## src/rtl/boron_key_schedule.sv

```systemverilog
// ---------------------------------------------------------------------------
// boron_key_schedule
//
// Iterative BORON 80-bit key schedule feeding the round datapath. A master
// key is loaded on start_i and one round key is presented per accepted
// valid/ready handshake, K0 .. K(NUM_ROUNDS), final whitening key included.
// One step is computed per cycle; all outputs come straight from registers.
//
// Optional build macro: BORON_KS_REVERSE_EN
//   Adds dir_i. dir_i=1 (sampled with start_i) pre-computes K(NUM_ROUNDS)
//   silently, then walks the schedule backwards with the inverse step so the
//   keys come out in decryption order. Without the macro the block is
//   forward-only and carries no inverse S-box logic.
//
// Ports:
//   clk_i       in   1   rising-edge clock
//   rst_ni      in   1   asynchronous active-low reset
//   start_i     in   1   load key_i and start a schedule (IDLE / DONE only)
//   dir_i       in   1   (macro only) 1 = decryption order
//   key_i       in  80   master key K0
//   rk_o        out 80   current round key (low 64 bits = round-key word)
//   rk_idx_o    out  5   index of the key on rk_o
//   rk_valid_o  out  1   rk_o / rk_idx_o hold a valid key
//   rk_ready_i  in   1   consumer accepts the key this cycle
//   busy_o      out  1   schedule in progress (not IDLE, not DONE)
//   done_o      out  1   one-cycle pulse after the last key is accepted
// ---------------------------------------------------------------------------
module boron_key_schedule #(
  parameter int NUM_ROUNDS = 25,
  parameter int RC_W       = 5
) (
  input  logic        clk_i,
  input  logic        rst_ni,
  input  logic        start_i,
`ifdef BORON_KS_REVERSE_EN
  input  logic        dir_i,
`endif
  input  logic [79:0] key_i,
  output logic [79:0] rk_o,
  output logic [4:0]  rk_idx_o,
  output logic        rk_valid_o,
  input  logic        rk_ready_i,
  output logic        busy_o,
  output logic        done_o
);

  localparam logic [4:0] LAST_IDX = 5'(NUM_ROUNDS);

`ifdef BORON_KS_REVERSE_EN
  typedef enum logic [1:0] {
    ST_IDLE    = 2'd0,
    ST_ISSUE   = 2'd1,
    ST_DONE    = 2'd2,
    ST_PRELOAD = 2'd3
  } state_t;
`else
  typedef enum logic [1:0] {
    ST_IDLE  = 2'd0,
    ST_ISSUE = 2'd1,
    ST_DONE  = 2'd2
  } state_t;
`endif

  state_t            state_r;
  logic [79:0]       rk_r;
  logic [4:0]        rk_idx_r;
  logic              rk_valid_r;
  logic              busy_r;
  logic              done_r;
  logic [RC_W-1:0]   rc_fwd_s;
  logic [79:0]       key_fwd_s;
`ifdef BORON_KS_REVERSE_EN
  logic              dir_r;
  logic [RC_W-1:0]   rc_inv_s;
  logic [79:0]       key_inv_s;
`endif

  // 4-bit substitution applied to the low nibble after rotation
  function automatic logic [3:0] sbox(input logic [3:0] x);
    logic [3:0] y;
    case (x)
      4'h0:    y = 4'hC;
      4'h1:    y = 4'h5;
      4'h2:    y = 4'h6;
      4'h3:    y = 4'hB;
      4'h4:    y = 4'h9;
      4'h5:    y = 4'h0;
      4'h6:    y = 4'hA;
      4'h7:    y = 4'hD;
      4'h8:    y = 4'h3;
      4'h9:    y = 4'hE;
      4'hA:    y = 4'hF;
      4'hB:    y = 4'h8;
      4'hC:    y = 4'h4;
      4'hD:    y = 4'h7;
      4'hE:    y = 4'h1;
      default: y = 4'h2;
    endcase
    return y;
  endfunction

  // Forward step: rotate left 13, substitute low nibble, inject constant
  function automatic logic [79:0] step_fwd(input logic [79:0] k,
                                           input logic [RC_W-1:0] c);
    logic [79:0] r;
    r              = {k[66:0], k[79:67]};
    r[3:0]         = sbox(r[3:0]);
    r[63 -: RC_W]  = r[63 -: RC_W] ^ c;
    return r;
  endfunction

`ifdef BORON_KS_REVERSE_EN
  // Inverse of sbox()
  function automatic logic [3:0] sbox_inv(input logic [3:0] x);
    logic [3:0] y;
    case (x)
      4'h0:    y = 4'h5;
      4'h1:    y = 4'hE;
      4'h2:    y = 4'hF;
      4'h3:    y = 4'h8;
      4'h4:    y = 4'hC;
      4'h5:    y = 4'h1;
      4'h6:    y = 4'h2;
      4'h7:    y = 4'hD;
      4'h8:    y = 4'hB;
      4'h9:    y = 4'h4;
      4'hA:    y = 4'h6;
      4'hB:    y = 4'h3;
      4'hC:    y = 4'h0;
      4'hD:    y = 4'h7;
      4'hE:    y = 4'h9;
      default: y = 4'hA;
    endcase
    return y;
  endfunction

  // Inverse step: undo the constant, undo the S-box, rotate right 13
  function automatic logic [79:0] step_inv(input logic [79:0] k,
                                           input logic [RC_W-1:0] c);
    logic [79:0] r;
    r              = k;
    r[63 -: RC_W]  = r[63 -: RC_W] ^ c;
    r[3:0]         = sbox_inv(r[3:0]);
    return {r[12:0], r[79:13]};
  endfunction
`endif

  // Candidate next keys derived from the key currently held on rk_o
  always_comb begin
    // forward uses idx+1 as constant; inverse undoes the constant of the current idx
    rc_fwd_s  = RC_W'(rk_idx_r + 5'd1);
    key_fwd_s = step_fwd(rk_r, rc_fwd_s);
`ifdef BORON_KS_REVERSE_EN
    rc_inv_s  = RC_W'(rk_idx_r);
    key_inv_s = step_inv(rk_r, rc_inv_s);
`endif
  end

  // Schedule controller and output registers
  always_ff @(posedge clk_i or negedge rst_ni) begin
    if (!rst_ni) begin
      state_r    <= ST_IDLE;
      rk_r       <= 80'd0;
      rk_idx_r   <= 5'd0;
      rk_valid_r <= 1'b0;
      busy_r     <= 1'b0;
      done_r     <= 1'b0;
`ifdef BORON_KS_REVERSE_EN
      dir_r      <= 1'b0;
`endif
    end else begin
      case (state_r)
        ST_IDLE, ST_DONE: begin
          // done_o is a single-cycle pulse; any restart raises valid only
          // on the following edge, so the two never overlap
          done_r <= 1'b0;
          if (start_i) begin
            rk_r     <= key_i;
            rk_idx_r <= 5'd0;
            busy_r   <= 1'b1;
`ifdef BORON_KS_REVERSE_EN
            dir_r    <= dir_i;
            if (dir_i) begin
              rk_valid_r <= 1'b0;
              state_r    <= ST_PRELOAD;
            end else begin
              rk_valid_r <= 1'b1;
              state_r    <= ST_ISSUE;
            end
`else
            rk_valid_r <= 1'b1;
            state_r    <= ST_ISSUE;
`endif
          end else begin
            rk_valid_r <= 1'b0;
            busy_r     <= 1'b0;
            state_r    <= state_r;
          end
        end

        ST_ISSUE: begin
          done_r <= 1'b0;
          if (rk_valid_r && rk_ready_i) begin
`ifdef BORON_KS_REVERSE_EN
            if (dir_r) begin
              if (rk_idx_r == 5'd0) begin
                rk_valid_r <= 1'b0;
                busy_r     <= 1'b0;
                done_r     <= 1'b1;
                state_r    <= ST_DONE;
              end else begin
                rk_r     <= key_inv_s;
                rk_idx_r <= rk_idx_r - 5'd1;
              end
            end else
`endif
            if (rk_idx_r == LAST_IDX) begin
              rk_valid_r <= 1'b0;
              busy_r     <= 1'b0;
              done_r     <= 1'b1;
              state_r    <= ST_DONE;
            end else begin
              rk_r     <= key_fwd_s;
              rk_idx_r <= rk_idx_r + 5'd1;
            end
          end else begin
            // stalled: everything visible holds its value
            state_r <= ST_ISSUE;
          end
        end

`ifdef BORON_KS_REVERSE_EN
        ST_PRELOAD: begin
          // walk forward silently; the last step lands on K(NUM_ROUNDS)
          // and is presented in the same edge
          done_r   <= 1'b0;
          rk_r     <= key_fwd_s;
          rk_idx_r <= rk_idx_r + 5'd1;
          if ((rk_idx_r + 5'd1) == LAST_IDX) begin
            rk_valid_r <= 1'b1;
            state_r    <= ST_ISSUE;
          end else begin
            rk_valid_r <= 1'b0;
            state_r    <= ST_PRELOAD;
          end
        end
`endif

        default: begin
          state_r    <= ST_IDLE;
          rk_valid_r <= 1'b0;
          busy_r     <= 1'b0;
          done_r     <= 1'b0;
        end
      endcase
    end
  end

  assign rk_o       = rk_r;
  assign rk_idx_o   = rk_idx_r;
  assign rk_valid_o = rk_valid_r;
  assign busy_o     = busy_r;
  assign done_o     = done_r;

endmodule

```

## config.mk

```make
export PLATFORM = sky130hd
export DESIGN_NAME = boron_key_schedule
export DESIGN_NICKNAME = d
export VERILOG_FILES = /design/src/rtl/boron_key_schedule.sv
export SDC_FILE = /design/constraint.sdc
export NUM_CORES = 1
export LEC_CHECK = 0
export CORE_MARGIN = 10
export CORE_UTILIZATION = 35
export CTS_CLUSTER_DIAMETER = 200
export DETAILED_ROUTE_END_ITERATION = 8
export PLACE_DENSITY_LB_ADDON = 0.3
export SYNTH_ARGS = -nofsm -noshare
export SYNTH_HDL_FRONTEND = slang
export SYNTH_SLANG_ARGS = --single-unit
```

## constraint.sdc

```tcl
create_clock -name clk_i -period 2.75 [get_ports clk_i]
set_clock_uncertainty 0.1 [all_clocks]
set_input_delay 0.55 -clock clk_i [delete_from_list [all_inputs] [get_ports clk_i]]
set_output_delay 0.55 -clock clk_i [all_outputs]
set_load 0.005 [all_outputs]
```

==> results.yml, run 1 <==
run_status:
  status: "completed"
die:
  die_x_um: 130
  num_rows: 40
  io_pins: 172
  initial_core_util: 0.356
  die_y_um: 130
  core-area_um2: 12000
  dieArea_um2: 17000
setup_path:
  cp_top_family: "compound AO/OA/AOI/OAI gates"
  slowest_stage: "o31ai_4"
  start_kind: "register"
  crit_type: "register to register"
  r2r_start: "rk_idx_o[0]"
  crit_path_start: "rk_idx_o[0]"
  path_buf_inv: 1
  slowest_delay_ns: 0.48
  endpoint_kind: "register"
  r2r-end: "rk_o[42]"
  rr_worst_depth: 6
  crit_chain: "ha_1, and4b_1, o31ai_4, buf_12, nor2_1, a31oi_1"
  critPathMaxFanout: 63
  arrival_ns: 2.36
  r2r_setup_slack_ns: 0.53
  cp.required_ns: 2.89
drt:
  drc_errors: 0
  wire_per_inst_um: 18.9
  via_per_inst: 5.12
  drt-total-wl_um: 15300
  antenna_left: 0
  first_pass_iters: 6
  vias: 4139
  drtIter0Drc: 333
sta:
  slew_viol_final: 0
  min_period_over_period: 0.806
  worst_slew_pin_slew_ns: 0.567
  rsz0062_at_grt: "no"
  period_needed_ns: 2.22
  timing.final.hold_violations: 0
  max_slew_margin: 0.622
  finalSetupViolations: 0
  setup_tns_ns: 0
  fmax_ghz: 0.451
clocking:
  clock_latency_ns: 0.33
  cts_sinks: 89
  cts_resized: 0
  postCtsSetupBuffers: 0
  post_cts_hold_buffer_count: 0
  cts_buffer_depth: 2
  cts-root-buf: "clkbuf_16"
  cts_buffers: 9
  htree_levels: 3
  cts.clk_slew.worst_paths_ns: 0.06
  cts_tree: "done"
synth:
  synth_seq_cells: 89
  ys_types: 29
  syn_inst: 509
  syn-num-nets: 600
  synthFlopType: "dfrtp_1"
  syn_avg_cell_area_um2: 8.36
  synth-seq-area-share: 0.523
  synth_edf_count: 0
  syn_area_um2: 4260
  yosys_warnings: 0
  synthArstFlopShare: 1.00
global_route:
  grt_max_degree: 90
  grt_pass1_wl_um: 23000
  grt_overflow: 0
  grt_util_all_layers: 0.177
  antenna_found_initial: 0
  grt_pass1_vias: 4047
cells_and_area:
  final_cell_area_um2: 6390
  layout_commonest_cell: "clkdlybuf4s50_1"
  final_net_count: 748
  final_cell_mix: "clkdlybuf4s50_1 (170), nand2_1 (158), dfrtp_1 (89)"
  n_antenna_cell: 0
  syn_to_final_growth_pct: 50.1
  drive_gt1_frac: 0.0363
place:
  hpwlAfterDp_um: 11200
  dpl_cell_area_um2: 6100
  routabilityCongestion: 0.821
  buffer_ports.inserted: 171
min_path:
  hold_path.class: "input pin to async pin"
power:
  powerDensity_nw_per_um2: 1000
  ir_drop_v: 0.000357
  leakagePower_uw: 0.00275
job:
  cap_viol_max_count: 0
==> cell families after synthesis <==
family / Yosys count / synth area share
XOR/XNOR: 8 / 0.0165
AND/OR/NAND/NOR: 256 / 0.233
adder cells (fa/ha/maj): 7 / 0.0206
multiplexers: 1 / 0.00529
buffers and inverters: 45 / 0.0453
AO/OA/AOI/OAI: 103 / 0.156
flip-flops: 89 / 0.523
==> cells in the mapped netlist, types with 4 or more instances <==
| cell | count | area share |
|---|---|---|
| ha_1 | 7 | 0.021 |
| a31oi_1 | 73 | 0.11 |
| nor2_1 | 86 | 0.076 |
| clkbuf_1 | 27 | 0.024 |
| nand2_1 | 158 | 0.14 |
| a21oi_1 | 6 | 0.0071 |
| xor2_1 | 6 | 0.012 |
| o21ai_0 | 8 | 0.0094 |
| dfrtp_1 | 89 | 0.52 |
| a211oi_1 | 4 | 0.0071 |
| buf_2 | 10 | 0.012 |
| inv_1 | 5 | 0.0044 |
==> per-stage QoR <==
step | hold slack (ns) | total power (uW) | instances | setup slack [ns] | utilization
after floorplan | 0.154 | 3470 | 509 | 0.766 | -
final | 0.151 | 6420 | 809 | 0.533 | 0.534
after CTS | 0.177 | 6490 | 809 | 0.537 | 0.534
after global routing | 0.188 | 6870 | 809 | 0.362 | 0.534
after detailed placement | 0.435 | 5250 | 793 | 0.373 | 0.510
after global placement | 0.426 | 5170 | 793 | 0.444 | 0.510
==> per-layer routing <==
layer  vias to the layer above  track usage  wire [um]
li1                       1999            -          -
met1                      1980        0.214       6170
met2                       144        0.291       7490
met3                        16       0.0527       1230
met4                         0       0.0615        354
met5                         -            0          0
==> sequential cells by signal, summed over array words and instances (netlist names) <==
| signal | count |
|---|---|
| rk_o | 80 |
| busy_o | 1 |
| rk_idx_o | 5 |
| done_o | 1 |
| state_r | 2 |
==> layout make-up <==
class,instances,area (um^2)
Clock buffer,13,250
Inverter,5,18.8
Multi-Input combinational cell,375,1850
Tap cell,147,184
Timing Repair Buffer,177,1820
Sequential cell,89,2230
Clock inverter,3,40.0
Fill cell,1080,5570
==> where the power goes <==
| group | switching (uW) | total [uW] | internal, uW |
|---|---|---|---|
| Clock | 485 | 1210 | 727 |
| Combinational | 1240 | 2800 | 1560 |
| Sequential | 567 | 2410 | 1840 |
==> worst max path at each step <==
| stage | cells after the start | to | slack (ns) |
|---|---|---|---|
| 2_1_floorplan | 7 | rk_idx_o[1] | 0.77 |
| 3_3_place_gp | 6 | rk_o[65] | 0.44 |
| 3_5_place_dp | 6 | rk_o[40] | 0.37 |
| 4_1_cts | 6 | rk_o[42] | 0.54 |
| 5_1_grt | 6 | rk_o[42] | 0.36 |
| 6_report | 6 | rk_o[42] | 0.53 |
No activity file was read; power rests on OpenSTA's default activity.
==> inputs of run 2 (changes only) <==
==> constraint.sdc (replaced) <==
create_clock -name clk_i -period 1.95 [get_ports clk_i]
set_clock_uncertainty 0.1 [all_clocks]
set_input_delay 0.39 -clock clk_i [delete_from_list [all_inputs] [get_ports clk_i]]
set_output_delay 0.39 -clock clk_i [all_outputs]
set_load 0.005 [all_outputs]
==> run 2 against run 1 <==
Effect of this change: first-iteration DRC count increased by 38%; register-to-register slack got worse by 0.46 ns; critical path depth increased by 1; die area unchanged; total power increased by 46%; highest routed layer unchanged; hold slack improved by 0.28 ns; critical path type unchanged; final cell count increased by 2.7%; combinational power increased by 50%; critical endpoint is now rk_o[5].
==> results.yml, run 2 (synthesis gave the netlist of run 1 again) <==
run_status:
  status: "completed"
clocking:
  cts_sinks: 89
  htree_levels: 3
  postCtsSetupBuffers: 0
  cts_buffer_depth: 2
  clock_latency_ns: 0.34
  cts.clk_slew.worst_paths_ns: 0.07
  cts-root-buf: "clkbuf_16"
  cts_buffers: 9
  cts_tree: "done"
setup_path:
  critPathMaxFanout: 33
  rr_worst_depth: 7
  cp.required_ns: 2.10
  start_kind: "register"
  arrival_ns: 2.03
  endpoint_kind: "register"
  crit_type: "register to register"
cells_and_area:
  drive_gt1_frac: 0.0775
  fin_cells: 831
  n_antenna_cell: 0
  syn_to_final_growth_pct: 55.6
  layout_commonest_cell: "clkdlybuf4s50_1"
  largest_reg_flops: 80
  final_cell_mix: "clkdlybuf4s50_1 (170), nand2_1 (158), dfrtp_1 (87)"
  final_net_count: 770
sta:
  worst_slew_pin_slew_ns: 0.491
  period_needed_ns: 1.88
  fmax_ghz: 0.532
  slew_viol_final: 0
  timing.final.hold_violations: 0
  finalSetupViolations: 0
  fin_ws_ns: 0.0686
  max_slew_margin: 0.673
  min_period_over_period: 0.965
  rsz0062_at_grt: "yes"
drt:
  first_pass_iters: 5
  vias: 4266
  antenna_left: 0
  drtIter0Drc: 460
  wire_per_inst_um: 18.8
  drc_errors: 0
  drt-total-wl_um: 15600
  via_per_inst: 5.13
global_route:
  antenna_found_initial: 0
  grt_pass1_vias: 4303
  grt_pass1_wl_um: 23600
  grt_max_degree: 81
  grt_overflow: 0
  grt_util_all_layers: 0.180
die:
  dieArea_um2: 17000
  die_x_um: 130
  io_pins: 172
  initial_core_util: 0.356
  num_rows: 40
  die_y_um: 130
  core-area_um2: 12000
place:
  pre_cts_ws_ns: -0.126
  hpwlAfterDp_um: 12000
  dp.cells: 814
  buffer_ports.inserted: 171
  routabilityCongestion: 0.828
power:
  leakagePower_uw: 0.00288
  pwr-share-comb: 0.446
  pwr-share-clk: 0.199
  powerDensity_nw_per_um2: 1420
  intPower_uw: 6070
  switching_share: 0.354
  power.share.sequential: 0.356
  ir_drop_v: 0.000645
  power_uw: 9400
  p_sw_uw: 3320
min_path:
  hold_depth: 2
  hold_path.class: "register to register"
job:
  cap_viol_max_count: 0
-- run 2: timing repair --
| action | CTS | global route |
|---|---|---|
| pin swaps | 1 | 1 |
| endpoints found under the hold margin | 33 | 0 |
| resized for setup | 1 | 7 |
| endpoints found under the setup margin | 3 | 20 |
| hold buffers | 1 | 0 |
-- run 2: path summary, 6_finish.rpt --
kind | startpoint | to | slack, ns
worst max register to register | rk_idx_o[0] | rk_o[5] | 0.07
worst min register to register | rk_o[59] | rk_o[59] | 0.43
worst max-delay path | rk_idx_o[0] | rk_o[5] | 0.07
max in group asynchronous | rst_ni | rk_o[75] | 0.66
worst min-delay path | rk_o[59] | rk_o[59] | 0.43
min in group asynchronous | rst_ni | done_o | 0.45
-- run 2: stage by stage --
stage                     area [um^2]  TNS [ns]  hold WS, ns   util
final                            6620         0        0.429  0.554
after floorplan                  4260   -0.0932     -0.00559      -
after detailed placement         6280     -5.10        0.292  0.525
after global routing             6620    -0.150        0.471  0.554
after global placement           6280     -3.01        0.280  0.525
after CTS                        6610         0        0.429  0.553
-- run 2: worst max-delay path, stage by stage (launching register included) --
cell and delay, ns:
dfrtp_1 0.39, ha_1 0.19, and4b_2 0.28, o31ai_4 0.24, buf_12 0.19, buf_12 0.18, nor2_1 0.06, a31oi_1 0.15
-- run 2: layer usage --
layer,global-route usage,share of wire,vias to the layer above
met5,0,0,-
met2,0.293,0.49,176
li1,-,-,2049
met4,0.0840,0.029,0
met1,0.221,0.41,2017
met3,0.0426,0.079,24
-- run 2: layout make-up --
cell class	count	area (um^2)
clock buffers	9	225
clock inverters	7	95.1
fillers	1082	5340
inverters	5	18.8
multi-input cells	375	1860
flip-flops and latches	89	2230
well taps	147	184
repair buffers	199	2010
-- run 2: power groups by stage --
stage / Sequential, uW / Combinational [uW] / Clock, uW
after CTS: 3350 / 4230 / 1900
after global routing: 3440 / 4610 / 1980
after floorplan: 3240 / 1650 / 0
after global placement: 3350 / 4110 / 0
final: 3340 / 4190 / 1870
after detailed placement: 3370 / 4210 / 0
